--- src/rtl/processing_element.sv ---
// Weight-stationary MAC cell for a systolic array: holds one signed weight, forwards the
// activation right and accumulates down. Optional build macro: PE_SATURATE_EN (clamp accumulate).
module processing_element #(
    parameter int DATA_WIDTH             = 8,
    parameter int ACCUMULATOR_DATA_WIDTH = 32
) (
    input  logic                                     CLK,
    input  logic                                     SYNC_RST,
    input  logic                                     EN,
    input  logic                                     LOAD,
    input  logic signed [DATA_WIDTH-1:0]             Input,
    input  logic signed [ACCUMULATOR_DATA_WIDTH-1:0] PsumIn,
    output logic signed [DATA_WIDTH-1:0]             ToRight,
    output logic signed [ACCUMULATOR_DATA_WIDTH-1:0] PsumOut
);

    localparam int PROD_WIDTH = 2 * DATA_WIDTH;

    logic signed [DATA_WIDTH-1:0]             r_weight;
    logic signed [DATA_WIDTH-1:0]             r_to_right;
    logic signed [ACCUMULATOR_DATA_WIDTH-1:0] r_psum;

    logic signed [PROD_WIDTH-1:0]             w_product;
    logic signed [ACCUMULATOR_DATA_WIDTH-1:0] w_product_ext;
    logic signed [ACCUMULATOR_DATA_WIDTH-1:0] w_raw_sum;
    logic signed [ACCUMULATOR_DATA_WIDTH-1:0] w_next_psum;

`ifdef PE_SATURATE_EN
    localparam logic signed [ACCUMULATOR_DATA_WIDTH-1:0] ACC_MAX =
        {1'b0, {(ACCUMULATOR_DATA_WIDTH-1){1'b1}}};
    localparam logic signed [ACCUMULATOR_DATA_WIDTH-1:0] ACC_MIN =
        {1'b1, {(ACCUMULATOR_DATA_WIDTH-1){1'b0}}};

    // Overflow only when both addends share a sign and the sum's sign differs from it.
    function automatic logic signed [ACCUMULATOR_DATA_WIDTH-1:0] sat_sum(
        input logic signed [ACCUMULATOR_DATA_WIDTH-1:0] a,
        input logic signed [ACCUMULATOR_DATA_WIDTH-1:0] b,
        input logic signed [ACCUMULATOR_DATA_WIDTH-1:0] s
    );
        logic sa;
        logic sb;
        logic ss;
        sa = a[ACCUMULATOR_DATA_WIDTH-1];
        sb = b[ACCUMULATOR_DATA_WIDTH-1];
        ss = s[ACCUMULATOR_DATA_WIDTH-1];
        if ((sa == 1'b0) && (sb == 1'b0) && (ss == 1'b1)) begin
            sat_sum = ACC_MAX;
        end else if ((sa == 1'b1) && (sb == 1'b1) && (ss == 1'b0)) begin
            sat_sum = ACC_MIN;
        end else begin
            sat_sum = s;
        end
    endfunction
`endif

    // Full signed product, sign-extended to the accumulator width, plus the incoming partial sum.
    always_comb begin
        w_product     = r_weight * Input;
        w_product_ext = ACCUMULATOR_DATA_WIDTH'(w_product);
        w_raw_sum     = PsumIn + w_product_ext;
`ifdef PE_SATURATE_EN
        w_next_psum   = sat_sum(PsumIn, w_product_ext, w_raw_sum);
`else
        w_next_psum   = w_raw_sum;
`endif
    end

    // Weight, activation pipe and partial-sum registers; reset overrides LOAD and EN.
    always_ff @(posedge CLK) begin
        if (SYNC_RST) begin
            r_weight   <= {DATA_WIDTH{1'b0}};
            r_to_right <= {DATA_WIDTH{1'b0}};
            r_psum     <= {ACCUMULATOR_DATA_WIDTH{1'b0}};
        end else begin
            // The MAC above reads the pre-edge weight, so LOAD with EN uses the old weight.
            if (LOAD) begin
                r_weight <= Input;
            end else begin
                r_weight <= r_weight;
            end
            if (EN) begin
                r_to_right <= Input;
                r_psum     <= w_next_psum;
            end else begin
                r_to_right <= r_to_right;
                r_psum     <= r_psum;
            end
        end
    end

    assign ToRight = r_to_right;
    assign PsumOut = r_psum;

endmodule

--- config.mk ---
export PLATFORM = sky130hd
export DESIGN_NAME = processing_element
export DESIGN_NICKNAME = d
export VERILOG_FILES = /design/src/rtl/processing_element.sv
export SDC_FILE = /design/constraint.sdc
export NUM_CORES = 1
export LEC_CHECK = 0
export CORE_MARGIN = 1.5
export CORE_UTILIZATION = 54
export CTS_BUF_LIST = sky130_fd_sc_hd__clkbuf_4
export CTS_CLUSTER_SIZE = 28
export DETAILED_ROUTE_END_ITERATION = 6
export GPL_TIMING_DRIVEN = 0
export MAX_ROUTING_LAYER = met4
export PLACE_DENSITY_LB_ADDON = 0.15
export SLEW_MARGIN = 20
export SYNTH_ARGS = -nofsm -noshare
export SYNTH_HDL_FRONTEND = slang
export SYNTH_SLANG_ARGS = --single-unit
--- constraint.sdc ---
create_clock -name CLK -period 14.8 [get_ports CLK]
set_input_delay 2.96 -clock CLK [delete_from_list [all_inputs] [get_ports CLK]]
set_output_delay 2.96 -clock CLK [all_outputs]
set_load 0.03 [all_outputs]
## Yosys cells after proc, flatten, opt, wreduce, memory -nomap -nowiden

Cells that the tools add are included.

| storage, ports and cells | value |
|---|---|
| register bits | 48 |
| input bits | 44 |
| output and inout port bits | 40 |
| logic and storage cells | 5 |

| operators by class | value |
|---|---|
| add/subtract/negate cells | 1 |
| $mul | 1 |

Operators with widths:

| cell | number |
|---|---|
| $add A32 B16 Y32 | 1 |
| $mul A8 B8 Y16 | 1 |

## Logic depth before layout (Yosys ltp)

Gate-level depths: netlist (run 1).

| depth | value |
|---|---|
| depth in word-level cells | 2 |
| gate-level depth with buffers | 21 |
| mapped depth without buffers | 20 |

## Worst setup path after synthesis (run 1)

No wires, ideal clock.

| timing path | value |
|---|---|
| kind | input port to flip-flop |
| start | in Input[0] |
| end | reg r_psum[25] (netlist: PsumOut[25]) |
| setup time | 0.115 ns |
| arrival time | 8.760 ns |
| required time | 14.685 ns |
| setup slack | 5.924 ns |
| stages on the path | 18 |
| buffers on the path | 1 |
| cell sequence | clkbuf_1 and2_1 inv_1 fa_1 inv_1 fa_1 fa_1 fa_1 fa_1 ha_1 o211ai_2 o21a_2 a2111oi_4 o31ai_4 o31ai_2 xnor2_1 nor2_1 a31o_1 |

| on the way | value |
|---|---|
| longest elaborated chain between the ends | 2 |

Ends and longest elaborated chain:

| element | RTL line | RTL |
|---|---|---|
| start: declaration | 11 | `input logic signed [DATA_WIDTH-1:0] Input,` |
| $mul A8 B8 Y16 | 58 | `w_product = r_weight * Input;` |
| $add A32 B16 Y32 | 60 | `w_raw_sum = PsumIn + w_product_ext;` |
| end signal: assignment | 73 | `r_psum <= {ACCUMULATOR_DATA_WIDTH{1'b0}};` |
| end signal: assignment | 83 | `r_psum <= w_next_psum;` |
| end signal: assignment | 86 | `r_psum <= r_psum;` |
| end: declaration | 21 | `logic signed [ACCUMULATOR_DATA_WIDTH-1:0] r_psum;` |

Every way passes these cells.
A chain may end at the register's enable or synchronous reset.

## Worst setup path in the final report (run 1)

| timing path | value |
|---|---|
| start | in Input[7] |
| end | reg r_psum[31] (netlist: PsumOut[31]) |

The elaborated chain is that of the path after synthesis.

==> results of run 1 <==
placed cells by master, fill, tap and decap left out, types with 4 or more instances in the layout:
master	count
a211oi_1	6
a21o_1	11
a21oi_1	20
a31oi_1	4
and2_1	31
clkbuf_1	21
clkbuf_4	5
clkdlybuf4s50_1	77
dfxtp_1	48
fa_1	136
ha_1	70
inv_1	98
mux2i_1	32
nand2_1	42
nand3_1	4
nor2_1	59
nor3_1	5
o21ai_0	9
o21bai_1	4
xnor2_1	19
xor2_1	6
synthesized netlist by cell type, drive strengths merged (3+ instances only):
cell	number
o21a	4
nor2b	3
xnor2	19
a211oi	6
inv	98
a21o	11
dfxtp	48
o21bai	4
clkbuf	23
o22ai	3
nand2b	3
nand3	4
fa	136
xor2	6
nor2	59
a21oi	21
o31ai	5
nor3	5
a31o	3
mux2i	32
nand2	42
and2	34
a31oi	4
o21ai	14
ha	70
area by class of cell:
cell class                      instances  area, sq um  share of cell area (%)
Sequential cell                        48          961                    11.8
Timing Repair Buffer                   78          791                    9.73
Clock inverter                          3         13.8                   0.169
Clock buffer                            5         37.5                   0.462
Multi-Input combinational cell        520         5630                    69.3
Inverter                              100          375                    4.62
Tap cell                              172          215                    2.65
Buffer                                 24          103                    1.26
registers in the layout (all words and copies together) (netlist names):
name,flops
PsumOut,32
ToRight,8
r_weight,8
worst max-delay path by stage:
stage / from / endpoint / depth (start not counted)
after floorplan: Input[0] / PsumOut[25] / 18
after global placement: Input[0] / PsumOut[30] / 18
after detailed placement: Input[7] / PsumOut[30] / 17
after CTS: Input[7] / PsumOut[30] / 17
after global routing: Input[7] / PsumOut[31] / 19
final: Input[7] / PsumOut[31] / 19
routing by layer:
| layer | wire length, um | up-vias | GRT usage [%] |
|---|---|---|---|
| met3 | 448 | 20 | 2.87 |
| met1 | 6330 | 2540 | 30.2 |
| li1 | - | 2413 | - |
| met5 | 0 | - | - |
| met4 | 265 | 0 | 5.17 |
| met2 | 8220 | 100 | 43.3 |
metrics by stage:
step | hold WS (ns) | util [%] | worst slack, ns
global placement | 0.468 | 63.6 | 4.97
finish | 0.502 | 64.1 | 6.23
floorplan | 0.544 | - | 5.92
global route | 0.511 | 64.1 | 5.86
CTS | 0.502 | 64.1 | 6.20
detailed placement | 0.475 | 63.7 | 5.80
critical path, delay by kind of cell:
family,cells,cell delay (ns)
adders and majority gates,6,2.43
AOI/OAI and AO/OA,6,1.27
and+or+nand+nor,3,0.62
buffers and inverters,4,1.56
where the power goes:
part	leakage, nW	internal [mW]	switching [mW]
combinational	3.50	0.452	0.621
sequential	0.397	0.159	0.0167
clock	0.0324	0.0176	0.0455
total	3.93	0.628	0.683
cell families after synthesis:
group / after synthesis
simple gates: 162
flops: 48
fa+ha+maj: 206
compound gates: 94
mux: 33
buf+inv: 124
xor+xnor: 25
==> impl_metrics.yaml, run 1 <==
status:
  status: "completed"
floorplanning:
  die_w_um: 117
  initial_utilization_pct: 55.8
  die_h_um: 117
  core-area_sq_um: 12700
  rows: 41
  die_area_sq_um: 13800
  io_pins: 84
placed_design:
  dpl-instance-area_sq_um: 8080
  portBuffers: 77
  dp_cells: 942
  hpwl_mm: 12.9
  gp_routability_congestion: 0.906
finish:
  layout.nets: 1027
  fin_area_sq_um: 8130
  fillers: 1106
  area_growth_pct: 15.0
  n_antenna_cell: 0
  layout-drive-gt1-share_pct: 3.60
  instances_no_fill: 950
logic_synthesis:
  yosys_warnings: 0
  yosys.area.top_type: "fa_1"
  synth_compound_area_share_pct: 9.97
  synthFlopType: "dfxtp_1"
  synth_top_family_by_area: "adder cells"
  synth_simple_gate_area_share_pct: 11.0
  synth_area_leaders: "fa_1 39%, dfxtp_1 14%, ha_1 12%"
  ys_seq_area_share_pct: 13.6
  synth-edff-count: 0
  synth_xor_area_share_pct: 3.10
  synth_cells: 692
  yosys.area.top_type_share_pct: 38.5
  synthAdderAreaFrac_pct: 50.9
  syn-mean-instance-area_sq_um: 10.2
  muxShareOfSynthArea_pct: 4.69
  synth_cell_types: 66
  synth_area_sq_um: 7070
  syn_nets: 942
  postSynth.asyncResetShare_pct: 0
  synth_seq_cells: 48
sta:
  rsz0062_at_grt: "false"
  tightest_slew_ns: 0.825
  fin_crit_sh_pct: 57.9
  hold_violations: 0
  post-route-min-period_ns: 8.57
  finalSetupViolCount: 0
  skew_ns: 0.00536
  drv_slew: 0
  finalSetupTns_ns: 0
  relSlewSlack_pct: 45.0
  max_freq_mhz: 117
min_path:
  hold-path-cell-count: 2
  min_from: "PsumOut[22]"
  hold_class: "flip-flop to flip-flop"
  hold_end: "PsumOut[22]"
critical_path:
  critPathMaxStageDelay_ns: 0.61
  r2r-start: "r_weight[7]"
  arrival_ns: 8.85
  r2r-end: "PsumOut[31]"
  cpMaxStageDelayCell: "clkdlybuf4s50_1"
  worstPathRequired_ns: 15.09
  critPathKind: "input port to flip-flop"
  worstPathCellList: "clkdlybuf4s50_1 > clkinv_1 > o21bai_1 > ha_1 > inv_1 > fa_1 > inv_1 > fa_1 > fa_1 > ha_1 > ha_1 > and2_2 > nand4_1 > a2111oi_4 > o31ai_4 > o21ai_1 > and3b_1 > o2111ai_1 > o311a_1"
  reg2reg_slack_ns: 8.78
  cp-start-kind: "input port"
  r2r_cells: 16
  cp-end-kind: "flip-flop"
  critPathMaxFanout: 13
clock_tree:
  cts-buffers-inserted: 5
  clk_latency_ns: 0.38
  cts_tree: "built"
  path_clk_slew_ns: 0.14
  hold_buffers: 0
  clock-sinks: 48
  htreeDepth: 2
  cts_root_buf: "clkbuf_4"
  cts_buffer_depth: 2
  cts.repair.resized: 0
  cts_setup_buffers: 0
detailed_routing:
  wl_mm: 15.3
  ant_nets: 0
  drc_errors: 0
  dr.pass1.iters: 4
  routedWlPerCell_um: 16.1
  vias_per_cell: 5.34
  dr_total_vias: 5073
  dr.first_iter.drc_count: 193
power:
  p_per_area_nw_per_um2: 161
  finalPower_mw: 1.31
  vdd_drop_max_mv: 0.133
  p_leak_nw: 3.93
global_route:
  grt-ovfl-total: 0
  antenna_found_initial: 0
  grt_max_degree: 25
  track_usage_pct: 24.4
  grt_pass1_wl_mm: 26.6
  grt_pass1_vias: 5482
job:
  maxCapViolCount: 0
(Power assumes the default switching activity.)
==> inputs of run 2 (changes only) <==
==> constraint.sdc (replaced) <==
create_clock -name CLK -period 8.3 [get_ports CLK]
set_input_delay 1.66 -clock CLK [delete_from_list [all_inputs] [get_ports CLK]]
set_output_delay 1.66 -clock CLK [all_outputs]
set_load 0.03 [all_outputs]
==> results of run 2 <==
Same layout as run 1 (identical final DEF). Status: completed.
Main changes from that run: setup slack after placement 5.80 ns -> 0.603 ns; setup slack after layout 6.23 ns -> 1.03 ns; register-to-register setup slack 8.78 ns -> 2.28 ns; total power 1.31 mW -> 2.34 mW; worst IR drop on VDD 0.133 mV -> 0.237 mV
==> inputs of run 3 (changes only) <==
--- a/config.mk
+++ b/config.mk
@@ -12,7 +12,7 @@
 export DETAILED_ROUTE_END_ITERATION = 6
 export GPL_TIMING_DRIVEN = 0
 export MAX_ROUTING_LAYER = met4
-export PLACE_DENSITY_LB_ADDON = 0.15
+export PLACE_DENSITY = 0.77
 export SLEW_MARGIN = 20
 export SYNTH_ARGS = -nofsm -noshare
 export SYNTH_HDL_FRONTEND = slang
==> impl_metrics.yaml, run 3 (synthesis results as in run 1) <==
critical_path:
  cp_top_family: "adder cells"
  worstPathRequired_ns: 8.59
  arrival_ns: 7.52
  cp-end-kind: "flip-flop"
  crit_buf_inv: 4
  cpMaxStageDelayCell: "clkdlybuf4s50_1"
  critPathMaxStageDelay_ns: 0.60
  worstPathCellList: "clkdlybuf4s50_1 > clkinv_1 > o21bai_1 > ha_1 > inv_1 > fa_1 > inv_1 > fa_1 > fa_1 > ha_1 > ha_1 > and2_2 > nand4_1 > a2111oi_4 > o31ai_4 > o31ai_2 > xnor2_1 > nor2_1 > a31o_1"
  critPathMaxFanout: 13
  cp-start-kind: "input port"
  critPathKind: "input port to flip-flop"
clock_tree:
  clock-sinks: 48
  cts_setup_buffers: 0
  htreeDepth: 2
  hold_buffers: 0
  cts-buffers-inserted: 5
  cts.repair.resized: 0
  cts_root_buf: "clkbuf_4"
  path_clk_slew_ns: 0.14
  clk_latency_ns: 0.39
  cts_buffer_depth: 2
  cts_tree: "built"
floorplanning:
  die_h_um: 117
  die_w_um: 117
  die_area_sq_um: 13800
  initial_utilization_pct: 55.8
  core-area_sq_um: 12700
  io_pins: 84
  rows: 41
global_route:
  antenna_found_initial: 0
  grt-ovfl-total: 0
  grt_pass1_vias: 5743
  grt_pass1_wl_mm: 27.2
  track_usage_pct: 24.9
  grt_max_degree: 25
finish:
  layout_common_cells: "136 x fa_1, 98 x inv_1, 77 x clkdlybuf4s50_1"
  largest_register_ffs: 32
  layout.nets: 1027
  fillers: 1055
  n_antenna_cell: 0
  fin_util_pct: 64.2
  area_growth_pct: 15.1
  regArea_sq_um: 961
  multi_input_comb_area_sq_um: 5630
  layout-drive-gt1-share_pct: 3.60
  final_common_cell: "fa_1"
sta:
  finalSetupTns_ns: 0
  tightest_slew_ns: 0.820
  finalSetupViolCount: 0
  rsz0062_at_grt: "false"
  relSlewSlack_pct: 45.3
  max_freq_mhz: 138
  hold_violations: 0
  hold_slack_ns: 0.503
  post-route-min-period_ns: 7.24
  drv_slew: 0
  skew_ns: 0.0149
  fin_crit_sh_pct: 87.2
job:
  maxCapViolCount: 0
detailed_routing:
  dr_total_vias: 5171
  vias_per_cell: 5.44
  drc_errors: 0
  wl_mm: 15.5
  dr.first_iter.drc_count: 338
  routedWlPerCell_um: 16.4
  ant_nets: 0
  dr.pass1.iters: 4
power:
  p_seq_share_pct: 13.3
  clkPwrFrac_pct: 5.0
  netSwitchingPower_mw: 1.23
  switching_share_pct: 52.1
  vdd_drop_max_mv: 0.197
  combPwrFrac_pct: 81.7
  p_leak_nw: 3.92
  internal_power_mw: 1.13
  finalPower_mw: 2.35
  p_per_area_nw_per_um2: 289
status:
  status: "completed"
placed_design:
  portBuffers: 77
  gp_routability_congestion: 0.902
  hpwl_mm: 13.2
min_path:
  hold_class: "flip-flop to flip-flop"
## run 3: layout make-up
type / instances / area share, %
clock inverter: 2 / 0.138
sequential: 48 / 11.8
tap: 172 / 2.65
multi-input combinational: 520 / 69.2
clock buffer: 6 / 0.554
inverter: 100 / 4.62
buffer: 24 / 1.26
timing repair buffer: 78 / 9.72
## run 3: per-layer routing
metal	track usage, %	vias up	wire length (um)
met5	-	-	0
met4	8.87	0	526
met3	3.40	38	525
met2	42.6	119	8030
met1	30.2	2609	6460
li1	-	2405	-
## run 3: path summary, 6_finish.rpt
path,startpoint,end,slack [ns],depth (start not counted)
setup / recovery,Input[7],PsumOut[25],1.06,19
hold / removal,PsumOut[8],PsumOut[8],0.50,2
setup reg to reg,r_weight[7],PsumOut[25],2.28,16
hold reg to reg,PsumOut[8],PsumOut[8],0.50,2
## run 3: tightest hold or removal path, delay by kind of cell, from the launching register on
| family | cells | cell delay [ns] |
|---|---|---|
| DFF | 1 | 0.35 |
| AOI/OAI and AO/OA | 1 | 0.06 |
| and+or+nand+nor | 1 | 0.07 |
## run 3: power groups by stage
stage	clock network [mW]	logic (mW)	registers [mW]
floorplan	0	1.31	0.401
global placement	0	1.86	0.317
CTS	0.117	1.92	0.312
global route	0.127	2.13	0.317
detailed placement	0	1.90	0.317
finish	0.117	1.92	0.312
## run 3: stage by stage
step	setup slack [ns]	cells	cell area, sq um
4_1_cts	1.06	950	8130
2_1_floorplan	0.724	692	7070
3_5_place_dp	0.669	942	8080
3_3_place_gp	-0.144	941	8050
5_1_grt	0.742	950	8130
6_report	1.06	950	8130
